File: config.mk
export PLATFORM = sky130hd
export DESIGN_NAME = muldiv_iter
export DESIGN_NICKNAME = d
export VERILOG_FILES = /design/src/rtl/muldiv_iter_pkg.sv /design/src/rtl/muldiv_step.sv /design/src/rtl/muldiv_iter.sv
export SDC_FILE = /design/constraint.sdc
export NUM_CORES = 1
export LEC_CHECK = 0
export ABC_AREA = 1
export BUFFER_PORTS_ARGS = -buffer_cell sky130_fd_sc_hd__buf_2
export CELL_PAD_IN_SITES_DETAIL_PLACEMENT = 0
export CELL_PAD_IN_SITES_GLOBAL_PLACEMENT = 1
export CORE_MARGIN = 5
export CORE_UTILIZATION = 45
export CTS_CLUSTER_SIZE = 24
export DETAILED_ROUTE_END_ITERATION = 10
export MAX_ROUTING_LAYER = met4
export PLACE_DENSITY_LB_ADDON = 0.1
export SYNTH_ARGS = -nofsm -noshare
export SYNTH_HDL_FRONTEND = slang
export SYNTH_SLANG_ARGS = --single-unit
File: constraint.sdc
create_clock -name clk -period 19.35 [get_ports clk]
set_clock_uncertainty 0.1 [all_clocks]
set_input_delay 0 -clock clk [delete_from_list [all_inputs] [get_ports clk]]
set_output_delay 0 -clock clk [all_outputs]
set_load 0.02 [all_outputs]
File: src/rtl/muldiv_iter_pkg.sv
// rtl/muldiv_iter_pkg.sv - op and FSM state encodings for the iterative mul/div unit
package muldiv_iter_pkg;

  typedef enum logic [1:0] {
    MULDIV_OP_MUL  = 2'b00,
    MULDIV_OP_IMUL = 2'b01,
    MULDIV_OP_DIV  = 2'b10,
    MULDIV_OP_IDIV = 2'b11
  } muldiv_op_e;

  typedef enum logic [2:0] {
    ST_IDLE = 3'd0,
    ST_PREP = 3'd1,
    ST_RUN  = 3'd2,
    ST_FIX  = 3'd3,
    ST_DONE = 3'd4
  } muldiv_state_e;

  function automatic logic op_is_div(input muldiv_op_e op);
    return op[1];
  endfunction

  function automatic logic op_is_signed(input muldiv_op_e op);
    return op[0];
  endfunction

endpackage

File: src/rtl/muldiv_step.sv
// rtl/muldiv_step.sv - one combinational iteration: shift-add multiply or restoring-divide step
module muldiv_step #(
  parameter int WIDTH = 32
) (
  input  logic               is_div_i,
  input  logic [2*WIDTH-1:0] acc_i,
  input  logic [WIDTH-1:0]   opnd_i,
  output logic [2*WIDTH-1:0] acc_o
);

  logic [WIDTH:0]   sum;
  logic [WIDTH:0]   trial;
  logic [WIDTH-1:0] diff;
  logic             fits;

  // Divide keeps partial remainder < divisor, so trial - divisor always fits WIDTH bits.
  always_comb begin
    sum   = {1'b0, acc_i[2*WIDTH-1:WIDTH]} + {1'b0, (acc_i[0] ? opnd_i : {WIDTH{1'b0}})};
    trial = acc_i[2*WIDTH-1:WIDTH-1];
    fits  = trial >= {1'b0, opnd_i};
    diff  = trial[WIDTH-1:0] - opnd_i;
    if (is_div_i) begin
      acc_o = {(fits ? diff : trial[WIDTH-1:0]), acc_i[WIDTH-2:0], fits};
    end else begin
      acc_o = {sum, acc_i[WIDTH-1:1]};
    end
  end

endmodule

File: src/rtl/muldiv_iter.sv
// rtl/muldiv_iter.sv - iterative MUL/IMUL/DIV/IDIV unit, one result bit per cycle
module muldiv_iter
  import muldiv_iter_pkg::*;
#(
  parameter int WIDTH = 32
) (
  input  logic             clk,
  input  logic             rst,
  input  logic             in_valid,
  output logic             in_ready,
  input  logic [1:0]       op,
  input  logic [WIDTH-1:0] opnd_hi,
  input  logic [WIDTH-1:0] opnd_lo,
  input  logic [WIDTH-1:0] opnd_src,
  input  logic             kill,
  output logic             out_valid,
  input  logic             out_ready,
  output logic [WIDTH-1:0] res_lo,
  output logic [WIDTH-1:0] res_hi,
  output logic             cf_of,
  output logic             div_fault
);

  localparam int CW = $clog2(WIDTH) + 1;
  localparam int W2 = 2 * WIDTH;

  muldiv_state_e    state_q;
  muldiv_op_e       op_q;
  logic [WIDTH-1:0] hi_q, lo_q, src_q, opnd_q;
  logic [W2-1:0]    acc_q, acc_d;
  logic [CW-1:0]    cnt_q;
  logic             neg_main_q, neg_rem_q, ovf_q;
  logic             out_valid_q, cf_of_q, div_fault_q;
  logic [WIDTH-1:0] res_lo_q, res_hi_q;

  logic             is_div, is_sgn, dvd_neg, lo_neg, src_neg, prep_fault;
  logic [W2-1:0]    dvd_mag, prod;
  logic [WIDTH-1:0] lo_mag, src_mag, quo, rem;
  logic             fix_fault, fix_cf;

  always_comb begin
    is_div     = op_is_div(op_q);
    is_sgn     = op_is_signed(op_q);
    dvd_neg    = is_sgn & hi_q[WIDTH-1];
    lo_neg     = is_sgn & lo_q[WIDTH-1];
    src_neg    = is_sgn & src_q[WIDTH-1];
    dvd_mag    = dvd_neg ? -{hi_q, lo_q} : {hi_q, lo_q};
    lo_mag     = lo_neg ? -lo_q : lo_q;
    src_mag    = src_neg ? -src_q : src_q;
    prep_fault = is_div & ((src_q == '0) | (~is_sgn & (hi_q >= src_q)));
    prod       = neg_main_q ? -acc_q : acc_q;
    quo        = neg_main_q ? -acc_q[WIDTH-1:0] : acc_q[WIDTH-1:0];
    rem        = neg_rem_q ? -acc_q[W2-1:WIDTH] : acc_q[W2-1:WIDTH];
    // Magnitude 2^(WIDTH-1) is only representable as a negative quotient.
    fix_fault  = is_div & is_sgn &
                 (ovf_q | (acc_q[WIDTH-1] & (~neg_main_q | (acc_q[WIDTH-2:0] != '0))));
    fix_cf     = is_sgn ? (prod[W2-1:WIDTH] != {WIDTH{prod[WIDTH-1]}})
                        : (prod[W2-1:WIDTH] != '0);
  end

  muldiv_step #(.WIDTH(WIDTH)) u_step (
    .is_div_i (is_div),
    .acc_i    (acc_q),
    .opnd_i   (opnd_q),
    .acc_o    (acc_d)
  );

  always_ff @(posedge clk or posedge rst) begin
    if (rst) begin
      state_q     <= ST_IDLE;
      op_q        <= MULDIV_OP_MUL;
      hi_q        <= '0;
      lo_q        <= '0;
      src_q       <= '0;
      opnd_q      <= '0;
      acc_q       <= '0;
      cnt_q       <= '0;
      neg_main_q  <= 1'b0;
      neg_rem_q   <= 1'b0;
      ovf_q       <= 1'b0;
      out_valid_q <= 1'b0;
      res_lo_q    <= '0;
      res_hi_q    <= '0;
      cf_of_q     <= 1'b0;
      div_fault_q <= 1'b0;
    end else if (kill) begin
      state_q     <= ST_IDLE;
      out_valid_q <= 1'b0;
    end else begin
      case (state_q)
        ST_IDLE: if (in_valid) begin
          op_q    <= muldiv_op_e'(op);
          hi_q    <= opnd_hi;
          lo_q    <= opnd_lo;
          src_q   <= opnd_src;
          state_q <= ST_PREP;
        end
        ST_PREP: if (prep_fault) begin
          res_lo_q    <= lo_q;
          res_hi_q    <= hi_q;
          cf_of_q     <= 1'b0;
          div_fault_q <= 1'b1;
          out_valid_q <= 1'b1;
          state_q     <= ST_DONE;
        end else begin
          acc_q      <= is_div ? dvd_mag : {{WIDTH{1'b0}}, src_mag};
          opnd_q     <= is_div ? src_mag : lo_mag;
          neg_main_q <= is_div ? (dvd_neg ^ src_neg) : (lo_neg ^ src_neg);
          neg_rem_q  <= dvd_neg;
          // A high half not below the divisor means the quotient cannot fit at all.
          ovf_q      <= is_div & is_sgn & (dvd_mag[W2-1:WIDTH] >= src_mag);
          cnt_q      <= '0;
          state_q    <= ST_RUN;
        end
        ST_RUN: begin
          acc_q <= acc_d;
          cnt_q <= cnt_q + CW'(1);
          if (cnt_q == CW'(WIDTH - 1)) state_q <= ST_FIX;
        end
        ST_FIX: begin
          if (is_div) begin
            res_lo_q    <= fix_fault ? lo_q : quo;
            res_hi_q    <= fix_fault ? hi_q : rem;
            cf_of_q     <= 1'b0;
            div_fault_q <= fix_fault;
          end else begin
            res_lo_q    <= prod[WIDTH-1:0];
            res_hi_q    <= prod[W2-1:WIDTH];
            cf_of_q     <= fix_cf;
            div_fault_q <= 1'b0;
          end
          out_valid_q <= 1'b1;
          state_q     <= ST_DONE;
        end
        ST_DONE: if (out_ready) begin
          out_valid_q <= 1'b0;
          state_q     <= ST_IDLE;
        end
        default: state_q <= ST_IDLE;
      endcase
    end
  end

  assign in_ready  = (state_q == ST_IDLE);
  assign out_valid = out_valid_q;
  assign res_lo    = res_lo_q;
  assign res_hi    = res_hi_q;
  assign cf_of     = cf_of_q;
  assign div_fault = div_fault_q;

endmodule

# After elaboration in Yosys (flattened, before gate mapping)
# Cells that the tools add are included.
[word_totals] reg_bits=273 in_bits=103 out_inout_bits=68 wordCells=111
[classes] add_sub_neg=9 order_cmp=3 eq_ne=12 mux=40 bitwise=18 reduce_logical=13
[ops] cell="2-to-1 mux 32 bit" n=13
[ops] cell="2-to-1 mux 64 bit" n=5
[ops] cell="negation 32 bit" n=4
[ops] cell="negation 64 bit" n=2
[ops] cell="case mux 32 bit (2 select lines)" n=2
[ops] cell="case mux 64 bit (2 select lines)" n=1
[ops] cell="greater-or-equal comparator 32 bit" n=2
[ops] cell="adder 32 x 32 -> 33 bit" n=1
[ops] cell="greater-or-equal comparator 33 x 32 -> 1 bit" n=1
[ops] cell="logical NOT 32 bit" n=1
[ops] cell="!= test 32 bit" n=1
[ops] cell="nonzero test 32 bit" n=1
[ops] cell="subtractor 32 bit" n=1
[ops] cell="nonzero test 31 bit" n=1
[ops] cell="AND reduction 3 bit" n=6
[ops] cell="2-to-1 mux 3 bit" n=5
[ops] cell="case mux 3 bit (5 select lines)" n=1
[ops] cell="case mux 6 bit (2 select lines)" n=1
[ops] cell="bitwise AND 1 bit" n=9
[ops] cell="!= test 3 bit, second input constant" n=3
[ops] cell="2-to-1 mux 1 bit" n=8
[ops] cell="adder 6 x 1 -> 6 bit, second input constant" n=1
[ops] cell="== test 3 x 2 -> 1 bit, second input constant" n=2
[ops] cell="== test 6 x 5 -> 1 bit, second input constant" n=1
[ops] cell="other kinds (13)" n=22

# Longest topological paths before layout
[depth] depth_word=8 ltp_mapped=23 depth_no_buf=22

# By module
# From an unflattened synthesis, not the netlist that was laid out.
[unflattened] cells_unflattened=4332 area_unflattened_um2=26600.5
[by_module_without_submodules] module="muldiv_iter" instances=1 cells_each=3059 area_per_inst_um2=20455.9 seq_area_each_um2=6831.6
[by_module_without_submodules] module="muldiv_step" instances=1 cells_each=1273 area_per_inst_um2=6144.6 seq_area_each_um2=0.0

# Least setup slack after synthesis
# No wires, ideal clock.
[synth_timing] path_kind="register -> register" from="register lo_q[1]" to="register ovf_q" setup_ps=83 arrival_ps=2716 required_ps=19167 setup_slack_ps=16451 stages_incl_launch_ff=21 n_path_buf=0 period_less_slack_ps=2899 path_cell_list="dfrtp_1 inv_1 ha_1 nand2_1 inv_1 nand3_1 nor2_1 inv_1 nor3_1 xor2_1 a21oi_1 ha_1 nand2_1 inv_1 nand3_1 nor3_1 and3_1 nand4_1 nand3_1 nand3_1 o21ai_0"
[synth_via] elab_chain_len=4
[synth_lines] item="start, declared" line="muldiv_iter.sv:29" rtl="logic [WIDTH-1:0] hi_q, lo_q, src_q, opnd_q;"
[synth_lines] item="start signal, assigned" line="muldiv_iter.sv:94" rtl="lo_q <= opnd_lo;"
[synth_lines] item="negation 64 bit" line="muldiv_iter.sv:47" rtl="dvd_mag = dvd_neg ? -{hi_q, lo_q} : {hi_q, lo_q};"
[synth_lines] item="2-to-1 mux 64 bit" line="muldiv_iter.sv:47"
[synth_lines] item="greater-or-equal comparator 32 bit" line="muldiv_iter.sv:111" rtl="ovf_q <= is_div & is_sgn & (dvd_mag[W2-1:WIDTH] >= src_mag);"
[synth_lines] item="bitwise AND 1 bit" line="muldiv_iter.sv:111"
[synth_lines] item="end signal, assigned" line="muldiv_iter.sv:111"
[synth_lines] item="end, declared" line="muldiv_iter.sv:32" rtl="logic neg_main_q, neg_rem_q, ovf_q;"
# No other way between the ends.
# A chain may end at the register's enable or synchronous reset.

# Worst setup path in the final report
[layout_timing] from="register acc_q[0]" to="register res_hi_q[23] (netlist: res_hi[23])"
[layout_via] elab_chain_len=8 word_cells_on_any_way=10 cone_classes="1 x add/sub; 4 x mux; 4 x bitwise; 1 x reduce/logical"
[layout_lines] item="start, declared" line="muldiv_iter.sv:30" rtl="logic [W2-1:0] acc_q, acc_d;"
[layout_lines] item="start signal, assigned" line="muldiv_iter.sv:106" rtl="acc_q <= is_div ? dvd_mag : {{WIDTH{1'b0}}, src_mag};"
[layout_lines] item="parallel branches: the longest is 6 deep, another holds negation 64 bit"
[layout_lines] item="2-to-1 mux 32 bit (*)" line="muldiv_iter.sv:121" rtl="if (is_div) begin"
[layout_lines] item="case mux 32 bit (2 select lines) (*)" line="muldiv_iter.sv:90" rtl="case (state_q)"
[layout_lines] item="end signal, assigned" line="muldiv_iter.sv:100" rtl="res_hi_q <= hi_q;"
[layout_lines] item="end signal, assigned" line="muldiv_iter.sv:123" rtl="res_hi_q <= fix_fault ? hi_q : rem;"
[layout_lines] item="end signal, assigned" line="muldiv_iter.sv:128" rtl="res_hi_q <= prod[W2-1:WIDTH];"
[layout_lines] item="end, declared" line="muldiv_iter.sv:34" rtl="logic [WIDTH-1:0] res_lo_q, res_hi_q;"
# Mark *: on every way between the ends.

==> results.md <==
- Synth-to-Final Area Change: 12.8%
- Nets: 4601
- Total GRT Usage: around 44%
- Seq/Total Area, Yosys: 26.1%
- Largest net degree at the start of global routing: 164
- Yosys warnings: 0
- Syn_nets: roughly 4.4k
- Final ANT Viol Nets: 0
- Die Span Y: roughly 250 microns
- Reg2reg setup slack: 14950 ps
- Mux cell area share after synthesis: 0.172%
- Critical Path RT: 19760 ps
- Peak supply drop: 0.124 mV
- Fin crit period: 4400 ps
- Drt drc: 0
- Longest Clk Path Bufs: 3
- DRT Pass-1 Iters: 7
- Async SR Flop Fraction: 100%
- Buf+Inv Stages, Crit Path: 4
- Worst-path clk slew: 70 ps
- Fraction of layout cells with a size suffix above 1: about 8.3%
- Die width: 251 microns
- Pwr Density: 229 mW/mm^2
- Simple logic cell fraction of the synthesized area: 35.0%
- Total Power: ~6.8 mW
- Routability cong.: between 1 and 1.5
- Detail Placement HPWL: between 100 and 150 mm
- Clk sinks: around 270
- Synth Cell Area: 0.0262 sq mm
- Period utilization: a little under a quarter
- XOR/XNOR share of the synthesized area: 4.77%
- Crit Path Class: reg -> reg
- Multi-input gate area: roughly 0.017 sq mm
- Global route overflow: 0
- Number of global-route vias before repair: 28.4k
- Initial Util: between 40% and 50%
- Hold WC Path Type: in -> async
- CTS tree: done
- Combinational family with the most area after synthesis: simple AND/OR/NAND/NOR gates
- CTS Buf Count: 31
- Yosys cell types: 65
- Filler cell count: 6086
- Violated checks: hold timing
- Top FF cell, synth: dfrtp_1
- Top-area cell type share of the netlist area: about a quarter
- First-pass GRT wire length: 201 mm
- EDFF count, synth: 0
- Family with the most delay on the worst path: compound AO/OA/AOI/OAI gates
- TNS Setup: 0 ps
- Synth Area per Inst: approximately 6.2 sq um
- Initial antenna violation count: 4
- Core area: 0.0577 sq mm
- Hold Violations, Final: 3
- Crit path top cell by count: o21ai_0
- Flops & latches, synth: 273
- Top post-synthesis cells by area: dfrtp_1, nand2_1, nor2_1
- H-tree depth: 1
- Type of destination of the critical path: register
- Final Setup Violations: 0
- RSZ-0062 raised after global routing: no
- Worst path slowest cell: o21ai_0
- Count of pins over their slew limit: 0
- Clock latency on the worst-skew pair: 620 ps
- Max Cap Viol: 0
- Least-Margin Pin Slew: 1260 ps
- Cells after synthesis: 4198
- Post-synthesis compound-gate area fraction: roughly 18%
- Slowest cell delay on critical path: around 660 ps
- Vias post-DR: a little over 30k
- CP max FO: 43
- I/O pin cnt: 171
- Die area: between 0.06 and 0.07 sq mm
- Post-Route WL: 143 mm
- Status: finished with violations
- Via density: about 6
- Post-Synth Adder-Cell Area: 6.50%
- Setup crit start kind: register
- Setup bufs post-CTS: 0
- Crit path DAT: between 4000 and 5000 ps
- Max Fclk: 0.227 GHz
- # rows: 88
- Largest area contributor in the netlist: dfrtp_1
- I/O Buffers: between 150 and 200
- Register area: 0.00684 sq mm
- Crit path cell chain: buf_4 > clkinv_2 > ha_1 > nand2_1 > inv_1 > nand4_1 > nor3_2 > o21ai_2 > nand2_4 > inv_2 > o21ai_0 > o22ai_1 > o21ai_0
- Routed wire length per instance: roughly 28 microns
- P_leak: 14.6 nW
- Drt initial violations: 5065
- Rel. slew slack: 15.3%
- Fin Hold WS: -35.1 ps
- Root buffer cell: clkbuf_16
==> kinds of logic after synthesis <==
kind of cell	count (synthesis)
and+or+nand+nor	2176
AOI/OAI and AO/OA	850
buffers and inverters	619
DFF	273
xor gates and xnor gates	141
adders and majority gates	135
muxes	4
==> final timing paths <==
kind                                                to  cells after the start                   start
worst min-delay path            res_lo[25]$_DFFE_PP0P_                      3                     rst
max in group asynchronous          op_q[1]$_DFFE_PP0P_                      4                     rst
min in group clk                  hi_q[31]$_DFFE_PP0P_                      3             opnd_hi[31]
worst min register to register  res_hi[29]$_DFFE_PP0P_                      2  res_hi[29]$_DFFE_PP0P_
worst max-delay path            res_hi[23]$_DFFE_PP0P_                     13    acc_q[0]$_DFFE_PP0P_
worst max register to register  res_hi[23]$_DFFE_PP0P_                     13    acc_q[0]$_DFFE_PP0P_
==> per-stage QoR <==
stage	setup WS, ps	instances	hold slack, ps	instance area, sq um	util (%)
2_1_floorplan	11730	4198	-29.3	26200	-
3_3_place_gp	15180	4993	133	27500	47.6
3_5_place_dp	15200	4993	133	27500	47.6
4_1_cts	15180	5152	45.6	29500	51.2
5_1_grt	14920	5156	81.5	29600	51.2
6_report	14950	5161	-35.1	29600	51.2
==> layout by cell type (no fill, tap or decap), drive strengths merged, types with 14 or more instances in the layout <==
master,count
nand2,1246
nor2,523
inv,449
o21ai,392
a21oi,308
dfrtp,273
nand3,258
buf,196
ha,133
xor2,133
dlygate4sd3,102
o211ai,63
nand4,51
nor3,49
clkbuf,40
o22ai,27
nand3b,19
nor4,18
clkinv,14
==> power by group <==
| part | switching (mW) | internal, mW |
|---|---|---|
| clock network | 0.279 | 0.357 |
| registers | 0.498 | 0.835 |
| logic | 3.51 | 1.29 |
==> worst register-to-register path, cell delays in order, from the launching register on <==
cell	delay [ps]
dfrtp_1	350
buf_4	250
clkinv_2	140
ha_1	170
nand2_1	120
inv_1	160
nand4_1	160
nor3_2	440
o21ai_2	120
nand2_4	470
inv_2	370
o21ai_0	660
o22ai_1	460
o21ai_0	320
==> flip-flops by register name, summed over array words and instances (netlist names) <==
name and count:
cnt_q 6, cf_of 1, res_hi 32, op_q 2, state_q 3, hi_q 32
div_fault 1, opnd_q 32, neg_rem_q 1, ovf_q 1, src_q 32, res_lo 32
neg_main_q 1, acc_q 64, lo_q 32, out_valid 1
==> cell usage after synthesis, drive strengths merged (49+ instances only) <==
cell type	number
o211ai	63
nor2	523
nand4	51
buf	70
a21oi	308
clkbuf	96
inv	448
xor2	133
nand2	1246
nand3	258
nor3	49
ha	133
dfrtp	273
o21ai	392
==> metal layers <==
layer | GRT usage (%) | wire, microns
met4 | 20.2 | 8900
met1 | 60.5 | 57700
met2 | 62.1 | 58000
met3 | 11.4 | 18000
met5 | - | 0
==> area by class of cell <==
class / instances / share of cell area, %
clock buffer: 40 / 2.94
antenna: 9 / 0.0762
sequential: 273 / 23.1
timing repair buffer: 298 / 7.08
inverter: 453 / 5.80
tap: 765 / 3.24
multi-input combinational: 3306 / 57.1
clock inverter: 17 / 0.626
==> repair_timing <==
item                       4_1_cts  5_1_grt
hold endpoints to repair       226        0
setup endpoints to repair        0        0
hold buffers                   102        0
resized for setup                0        0
Power figures use the tool's default switching activity.
